### src/rtl/uart_rx_fifo.sv
// rtl/uart_rx_fifo.sv - oversampling UART receiver with majority vote, error flags and RX FIFO
module uart_rx_fifo #(
    parameter int OVERSAMPLING = 16,
    parameter int DATA_BITS    = 8,
    parameter int PARITY       = 0,
    parameter int STOP_BITS    = 1,
    parameter int FIFO_DEPTH   = 4
) (
    input  logic                 CLK,
    input  logic                 NRST,
    input  logic                 DIVPULSE,
    input  logic                 RX_DSER,
    input  logic                 RX_RD,
    input  logic                 RX_OVR_CLR,
    output logic [DATA_BITS-1:0] RX_DO,
    output logic                 RX_PERR,
    output logic                 RX_FERR,
    output logic                 RX_DRDY,
    output logic                 RX_OVR,
    output logic                 RX_BREAK,
    output logic                 RX_BUSY
);

    localparam int CW = $clog2(OVERSAMPLING);
    localparam int M  = OVERSAMPLING / 2;
    localparam int AW = $clog2(FIFO_DEPTH);
    localparam int WW = DATA_BITS + 2;

    localparam logic [CW-1:0] C_S0   = CW'(M - 1);
    localparam logic [CW-1:0] C_S1   = CW'(M);
    localparam logic [CW-1:0] C_VOTE = CW'(M + 1);
    localparam logic [CW-1:0] C_END  = CW'(OVERSAMPLING - 1);
    localparam logic [3:0]    LAST_DATA = 4'(DATA_BITS - 1);
    localparam logic [3:0]    LAST_STOP = 4'(STOP_BITS - 1);
    localparam logic [AW:0]   FULL_CNT  = (AW + 1)'(FIFO_DEPTH);

    typedef enum logic [2:0] {
        S_IDLE,
        S_START,
        S_DATA,
        S_PAR,
        S_STOP,
        S_WAIT_HI
    } state_t;

    state_t                r_state, w_state_n;
    logic                  r_sync1, r_sync2;
    logic                  r_s0, r_s1;
    logic [CW-1:0]         r_cnt, w_cnt_n, w_cur;
    logic [3:0]            r_bit, w_bit_n;
    logic [DATA_BITS-1:0]  r_shift, w_shift_n;
    logic                  r_pbit, w_pbit_n;
    logic                  r_ferr, w_ferr_n;
    logic                  w_vote, w_active, w_push, w_perr, w_break;

    logic [WW-1:0]         r_mem [FIFO_DEPTH];
    logic [AW-1:0]         r_wr_ptr, r_rd_ptr;
    logic [AW:0]           r_count;
    logic                  r_ovr, r_break;
    logic                  w_pop, w_full, w_wr, w_ovf;
    logic [WW-1:0]         w_head;

    // r_cnt holds the index of the last processed tick; w_cur is the index of the current one
    assign w_cur    = (r_cnt == C_END) ? '0 : r_cnt + 1'b1;
    assign w_vote   = (r_s0 & r_s1) | (r_s0 & r_sync2) | (r_s1 & r_sync2);
    assign w_active = (r_state != S_IDLE) && (r_state != S_WAIT_HI);

    always_comb begin
        w_state_n = r_state;
        w_cnt_n   = r_cnt;
        w_bit_n   = r_bit;
        w_shift_n = r_shift;
        w_pbit_n  = r_pbit;
        w_ferr_n  = r_ferr;
        w_push    = 1'b0;
        if (DIVPULSE) begin
            if (w_active)
                w_cnt_n = w_cur;
            case (r_state)
                S_IDLE: begin
                    if (!r_sync2) begin
                        w_state_n = S_START;
                        w_cnt_n   = '0;
                        w_bit_n   = '0;
                        w_ferr_n  = 1'b0;
                    end
                end
                S_START: begin
                    if (w_cur == C_VOTE && w_vote)
                        w_state_n = S_IDLE;
                    else if (w_cur == C_END)
                        w_state_n = S_DATA;
                end
                S_DATA: begin
                    if (w_cur == C_VOTE)
                        w_shift_n = {w_vote, r_shift[DATA_BITS-1:1]};
                    if (w_cur == C_END) begin
                        if (r_bit == LAST_DATA) begin
                            w_bit_n   = '0;
                            w_state_n = (PARITY != 0) ? S_PAR : S_STOP;
                        end else begin
                            w_bit_n = r_bit + 1'b1;
                        end
                    end
                end
                S_PAR: begin
                    if (w_cur == C_VOTE)
                        w_pbit_n = w_vote;
                    if (w_cur == C_END)
                        w_state_n = S_STOP;
                end
                S_STOP: begin
                    // last stop bit closes at mid-bit so the next start edge is not missed
                    if (w_cur == C_VOTE) begin
                        w_ferr_n = r_ferr | ~w_vote;
                        if (r_bit == LAST_STOP) begin
                            w_push    = 1'b1;
                            w_state_n = w_ferr_n ? S_WAIT_HI : S_IDLE;
                        end
                    end else if (w_cur == C_END) begin
                        w_bit_n = r_bit + 1'b1;
                    end
                end
                S_WAIT_HI: begin
                    if (r_sync2)
                        w_state_n = S_IDLE;
                end
                default: w_state_n = S_IDLE;
            endcase
        end
    end

    assign w_perr  = (PARITY != 0) && ((^r_shift ^ r_pbit) != (PARITY == 1));
    assign w_break = w_push && (r_shift == '0) && ((PARITY == 0) || !r_pbit) && w_ferr_n;

    assign w_pop  = RX_RD && (r_count != '0);
    assign w_full = (r_count == FULL_CNT);
    assign w_wr   = w_push && (!w_full || w_pop);
    assign w_ovf  = w_push && w_full && !w_pop;

    always_ff @(posedge CLK or negedge NRST) begin
        if (!NRST) begin
            r_sync1  <= 1'b1;
            r_sync2  <= 1'b1;
            r_state  <= S_IDLE;
            r_cnt    <= '0;
            r_bit    <= '0;
            r_shift  <= '0;
            r_pbit   <= 1'b0;
            r_ferr   <= 1'b0;
            r_s0     <= 1'b0;
            r_s1     <= 1'b0;
            r_wr_ptr <= '0;
            r_rd_ptr <= '0;
            r_count  <= '0;
            r_ovr    <= 1'b0;
            r_break  <= 1'b0;
        end else begin
            r_sync1 <= RX_DSER;
            r_sync2 <= r_sync1;
            r_state <= w_state_n;
            r_cnt   <= w_cnt_n;
            r_bit   <= w_bit_n;
            r_shift <= w_shift_n;
            r_pbit  <= w_pbit_n;
            r_ferr  <= w_ferr_n;
            if (DIVPULSE && w_active) begin
                if (w_cur == C_S0) r_s0 <= r_sync2;
                if (w_cur == C_S1) r_s1 <= r_sync2;
            end
            if (w_wr)  r_wr_ptr <= r_wr_ptr + 1'b1;
            if (w_pop) r_rd_ptr <= r_rd_ptr + 1'b1;
            case ({w_wr, w_pop})
                2'b10:   r_count <= r_count + 1'b1;
                2'b01:   r_count <= r_count - 1'b1;
                default: r_count <= r_count;
            endcase
            if (w_ovf)
                r_ovr <= 1'b1;
            else if (RX_OVR_CLR)
                r_ovr <= 1'b0;
            r_break <= w_break;
        end
    end

    // storage needs no reset: every head output is gated by RX_DRDY
    always_ff @(posedge CLK) begin
        if (w_wr)
            r_mem[r_wr_ptr] <= {w_perr, w_ferr_n, r_shift};
    end

    assign w_head   = r_mem[r_rd_ptr];
    assign RX_DRDY  = (r_count != '0);
    assign RX_DO    = RX_DRDY ? w_head[DATA_BITS-1:0] : '0;
    assign RX_FERR  = RX_DRDY & w_head[DATA_BITS];
    assign RX_PERR  = RX_DRDY & w_head[DATA_BITS+1];
    assign RX_OVR   = r_ovr;
    assign RX_BREAK = r_break;
    assign RX_BUSY  = (r_state != S_IDLE);

endmodule
### config.mk
export PLATFORM = sky130hd
export DESIGN_NAME = uart_rx_fifo
export DESIGN_NICKNAME = d
export VERILOG_FILES = /design/src/rtl/uart_rx_fifo.sv
export SDC_FILE = /design/constraint.sdc
export NUM_CORES = 1
export LEC_CHECK = 0
export CORE_MARGIN = 2
export CORE_UTILIZATION = 30
export DETAILED_ROUTE_END_ITERATION = 7
export PLACE_DENSITY = 0.44
export SLEW_MARGIN = 20
export SYNTH_ARGS = -nofsm -noshare
export SYNTH_HDL_FRONTEND = slang
export SYNTH_SLANG_ARGS = --single-unit
### constraint.sdc
create_clock -name CLK -period 4.7 [get_ports CLK]
set_clock_uncertainty 0.1 [all_clocks]
set_input_delay 0.705 -clock CLK [delete_from_list [all_inputs] [get_ports CLK]]
set_output_delay 0.705 -clock CLK [all_outputs]
set_load 0.01 [all_outputs]
==> Word level (Yosys, flattened, before mapping) <==
Memory sizes are Yosys's and may differ from the RTL's.
Index checks and enable logic that the tools add are counted.
W data, S select, Z words.
{ "word_totals": {"reg_bits": 33, "latchBits": 0, "mem_bits_rw": 36, "mem_bits_ro": 0, "output_inout_bits": 14, "elab_cells": 115, "mem_count": 1} }
{ "classes": {"addsub": 6, "multipliers": 0, "n_div": 0, "n_lt_le_gt_ge": 0, "eq_ne": 25, "shift": 0, "n_mux": 35, "n_bitwise": 9, "reduce_logical": 25} }
{ "mem_list": {"columns": ["name", "depth", "width", "read_ports", "rd_clocked_by_memory_dff", "write_ports", "line", "source"], "rows": [
  ["r_mem", 4, 9, 1, 0, 1, "56", "logic [WW-1:0] r_mem [FIFO_DEPTH];"]
]} }
{ "ops": {"columns": ["op", "count"], "rows": [
  ["$mux W4", 9],
  ["$mux W3", 10],
  ["$ne A2 B2 Y1 const B", 9],
  ["$pmux W3 S6", 1],
  ["$eq A4 B4 Y1 const B", 4],
  ["$pmux W4 S3", 1],
  ["$mux W1", 11],
  ["$eq A3 B3 Y1 const B", 3],
  ["$logic_and A1 B1 Y1", 9],
  ["$reduce_and A9 Y1", 1],
  ["$reduce_bool A3 Y1", 3],
  ["$add A4 B1 Y4 const B", 2],
  ["$eq A4 B3 Y1 const B", 2],
  ["$logic_not A8 Y1", 1],
  ["$mux W8", 1],
  ["$eq A3 B2 Y1 const B", 2],
  ["$ne A3 B3 Y1 const B", 2],
  ["$pmux W3 S2", 1],
  ["$reduce_and A6 Y1", 1],
  ["$add A2 B1 Y2 const B", 2],
  ["$and A1 B1 Y1", 4],
  ["$logic_not A4 Y1", 1],
  ["$reduce_and A2 Y1", 2],
  ["$reduce_bool A2 Y1", 2],
  ["other kinds (13)", 16]
]} }

==> Depth between registers and ports, before layout <==
{ "depth": {"ltp_word": 9, "mapped_depth": 13, "ltp_nobuf": 13} }

==> Least setup slack after synthesis <==
Ideal clock, no wire load.
{ "synth_timing": {"path_type": "input-to-reg", "from": "input port RX_RD", "to": "register r_count[2]", "setup_ns": 0.079, "arrival_ns": 2.566, "required_ns": 4.521, "path_slack_ns": 1.955, "cell_stages": 9, "n_path_buf": 0, "cell_sequence": "or4b_2 -> and2b_1 -> inv_1 -> ha_1 -> inv_1 -> fa_1 -> xor2_1 -> nor2_1 -> xor2_1"} }
{ "synth_via": {"elab_chain_len": 5, "word_cells_on_any_way": 7, "classes_between": "2 x eq/ne; 1 x mux; 4 x reduce/logical"} }
{ "synth_rtl": {"columns": ["element", "line", "source"], "rows": [
  ["start: declaration", "13", "input logic RX_RD,"],
  ["$logic_and A1 B1 Y1 (*)", "136", "assign w_pop = RX_RD && (r_count != '0);"],
  ["$logic_or A1 B1 Y1", "138", "assign w_wr = w_push && (!w_full || w_pop);"],
  ["$logic_and A1 B1 Y1", "138", null],
  ["$eq A2 B1 Y1 or $eq A2 B2 Y1 (tied branches)", "173", "case ({w_wr, w_pop})"],
  ["$pmux W3 S2 or $reduce_bool A2 Y1 (tied branches)", null, null],
  ["end signal: assignment", "174", "2'b10: r_count <= r_count + 1'b1;"],
  ["end signal: assignment", "175", "2'b01: r_count <= r_count - 1'b1;"],
  ["end signal: assignment", "176", "default: r_count <= r_count;"],
  ["end: declaration", "58", "logic [AW:0] r_count;"]
]} }
Every way passes the cells marked *; elsewhere a longest branch is shown, timed or not.
A chain may end at the register's enable or synchronous reset.

==> Worst setup path after layout <==
{ "layout_timing": {"from": "register r_rd_ptr[0]", "to": "output port RX_DO[6]"} }
{ "layout_via": {"elab_chain_len": 2} }
{ "layout_rtl": {"columns": ["element", "line", "source"], "rows": [
  ["start: declaration", "57", "logic [AW-1:0] r_wr_ptr, r_rd_ptr;"],
  ["start signal: assignment", "172", "if (w_pop) r_rd_ptr <= r_rd_ptr + 1'b1;"],
  ["$mem_v2 Z4 W9", null, null],
  ["$mux W8", "194", "assign RX_DO = RX_DRDY ? w_head[DATA_BITS-1:0] : '0;"],
  ["end: declaration", "15", "output logic [DATA_BITS-1:0] RX_DO,"]
]} }
No other way between the ends.

==> impl_summary.log <==
[metrics] internal power: 1.02 mW
[metrics] summed negative setup slack over all endpoints: 0 ns
[metrics] hold-fix buffer count after cts: 0
[metrics] count of H-tree levels built during CTS: 3
[metrics] remaining design rule violation count: 0
[metrics] clk slew on worst S/H paths: 0.09 ns
[metrics] largest driver fanout on the critical path: 11
[metrics] most area-hungry cell type in the Yosys netlist: edfxtp_1
[metrics] Remaining Overflow, GRT: 0
[metrics] ratio of cells with drive above 1 in the final layout: 16.6%
[metrics] Post-Synthesis Net Count: 269
[metrics] CP Capture Type: primary output
[metrics] vias in the first global route: 2,046
[metrics] top flip-flop cell by instance count after synthesis: edfxtp_1
[metrics] Req. time, crit path: 3.89 ns
[metrics] mean post-synth cell area: 13.3 µm²
[metrics] Post-DP HPWL: 4.45 mm
[metrics] worst slew pin tran: 0.783 ns
[metrics] post-CTS setup-driven buffer insertion count: 0
[metrics] PortBufs: 18
[metrics] Sequential Power Share: 50.8%
[metrics] placeable core region: 0.0108 mm²
[metrics] clock tree sinks: 69
[metrics] Post-Syn Area: 0.00333 mm²
[metrics] Synth Warn #: 0
[metrics] Leak: 1.51 nW
[metrics] first-iteration detailed-routing DRC count: 59
[metrics] Hold Fails Final Rpt: 0
[metrics] final setup vio count: 0
[metrics] Die ar.: 0.0120 mm²
[metrics] GRT Overall Usage: 11.9%
[metrics] Die Y-Extent: 109 µm
[metrics] worst rel slew slack: 47.8%
[metrics] cells resized by post-CTS repair: 0
[metrics] TritonCTS Buffers: 9
[metrics] Post-Synthesis Cells: 251
[metrics] most numerous cell in the Yosys netlist: edfxtp_1
[metrics] net switching power: 496 µW
[metrics] number of nets in the layout: 290
[metrics] count of final max-slew check failures: 0
[metrics] Startpoint Class: flip-flop
[metrics] starting utilization of the core area: 30.8%
[metrics] total length of routed wires: 6.46 mm
[metrics] Achievable Freq: 0.313 GHz
[metrics] top cells by area, synth: edfxtp_1, dfrtp_1, mux4_2, ha_1, mux2_2
[metrics] horizontal die dimension: 109 µm
[metrics] share of the clock period used by the worst path: 68.0%
[metrics] Skew-Pair Late Insertion Delay: 0.35 ns
[metrics] number of antenna violations at the first check in global routing: 0
[metrics] largest buffer count on any clock path: 2
[metrics] status: completed
[metrics] crit path setup slack, layout: 1.50 ns
[metrics] via total after detailed routing: 2,017
[metrics] Tmin final: 3.20 ns
[metrics] max-cap violation count: 0
[metrics] ratio of total power to cell area: 395 mW/mm²
[metrics] top cells by count, synth: edfxtp_1, dfrtp_1, inv_1
[metrics] proportion of power drawn by the clock network: 32.1%
[metrics] area share of the leading cell type in the synthesized netlist: 32.4%
[metrics] sequential area share after synthesis: 57.3%
[metrics] Cell variety after synth: 56
[metrics] maximum number of pins on one net before global-route repair: 34
[metrics] count of antenna diodes in the layout: 0
[metrics] type of the setup path with the least slack: reg -> out
[metrics] number of enable flip-flop cells after synthesis: 36
[metrics] Max VDD drop: 0.000208 V
[metrics] share of the core filled with cells in the final layout: 35.5%
[metrics] Gate power share: 17.0%
[metrics] wire length of the first global-routing pass: 10.6 mm
[metrics] cell at the root of the clock tree: clkbuf_8
[metrics] antenna viol nets, final: 0
[metrics] average via count per standard cell: 4.84
[metrics] number of synthesized register bits: 69
[metrics] detailed-routing iteration count for the pre-antenna-repair pass: 4
[metrics] clock tree from TritonCTS: yes
[metrics] sw frac: 32.6%
[metrics] global placer's final weighted congestion: 0.754
[metrics] WP data arrival: 2.39 ns
[metrics] average routed wire per standard cell: 15.5 µm
[metrics] type of the tightest min-delay check: reg -> reg
[metrics] count of boundary I/O pins: 20
[metrics] row count: 38
[metrics] area added between synthesis and finish: 15.3%
[metrics] unrepaired setup endpoints after global routing: false
[metrics] setup slack at placement: 1.38 ns
[metrics] Synth async-reset ratio: 47.8%
[cell type report]
type | instances | area, µm²
Clock buffer | 9 | 124
Clock inverter | 7 | 75.1
Fill cell | 1080 | 7000
Inverter | 19 | 71.3
Multi-Input combinational cell | 155 | 1310
Sequential cell | 69 | 1910
Tap cell | 140 | 175
Timing Repair Buffer | 18 | 175
[sequential cells by signal (all words and copies together), names as in the netlist]
signal    flops
r_bit         4
r_shift       8
r_state       3
r_sync1       1
r_mem        36
r_sync2       1
r_ferr        1
r_count       3
RX_BREAK      1
r_s0          1
r_rd_ptr      2
r_cnt         4
RX_OVR        1
r_wr_ptr      2
r_s1          1
[critical path, stage by stage, from the launching register on]
cell             delay (ns)
dfrtp_1                0.80
mux4_2                 0.60
and2_1                 0.17
clkdlybuf4s50_1        0.47
[routing by layer]
layer	track usage, %	wire, µm
met1	15.4	3000
met2	19.8	3200
met3	2.31	156
met4	4.61	105
met5	0	0
[power groups by stage]
stage / sequential [mW] / clock [mW] / combinational [mW]
final: 0.772 / 0.488 / 0.259
after global routing: 0.785 / 0.530 / 0.296
after CTS: 0.774 / 0.502 / 0.263
after detailed placement: 0.787 / 0 / 0.261
after global placement: 0.787 / 0 / 0.259
after floorplan: 0.759 / 0 / 0.209
[kinds of logic after synthesis]
logic type | after synthesis | synth area share (%)
and+or+nand+nor | 71 | 13.2
AOI/OAI and AO/OA | 39 | 8.14
DFF | 69 | 57.3
other | 1 | 0.112
adders and majority gates | 13 | 5.03
muxes | 23 | 10.8
buffers and inverters | 27 | 3.34
xor gates and xnor gates | 8 | 2.10
[per-stage QoR]
stage	total power [mW]	hold WS (ns)	instance area [µm²]	instances
after global placement	1.05	0.248	3640	401
after detailed placement	1.05	0.247	3640	401
after CTS	1.54	0.261	3840	417
final	1.52	0.259	3840	417
after global routing	1.61	0.265	3840	417
after floorplan	0.968	0.245	3330	251
[cell usage in the layout, fill, tap and decap left out, types with 10 or more instances in the layout]
master / count
edfxtp_1: 36
dfrtp_1: 31
inv_1: 19
clkdlybuf4s50_1: 17
and2_1: 15
nand2_1: 12
mux2_2: 11
ha_1: 11
nor2_1: 10
[final timing paths]
check                                  from          to  slack (ns)  depth (start not counted)
worst max-delay path            r_rd_ptr[0]    RX_DO[6]        1.50                          3
worst min-delay path                r_sync1     r_sync2        0.26                          0
worst max register to register     r_cnt[0]  r_count[2]        1.75                         12
worst min register to register      r_sync1     r_sync2        0.26                          0
max in group asynchronous              NRST  r_shift[1]        3.67                          1
min in group asynchronous              NRST    r_bit[1]        0.33                          1
No activity file was read; power rests on OpenSTA's default activity.
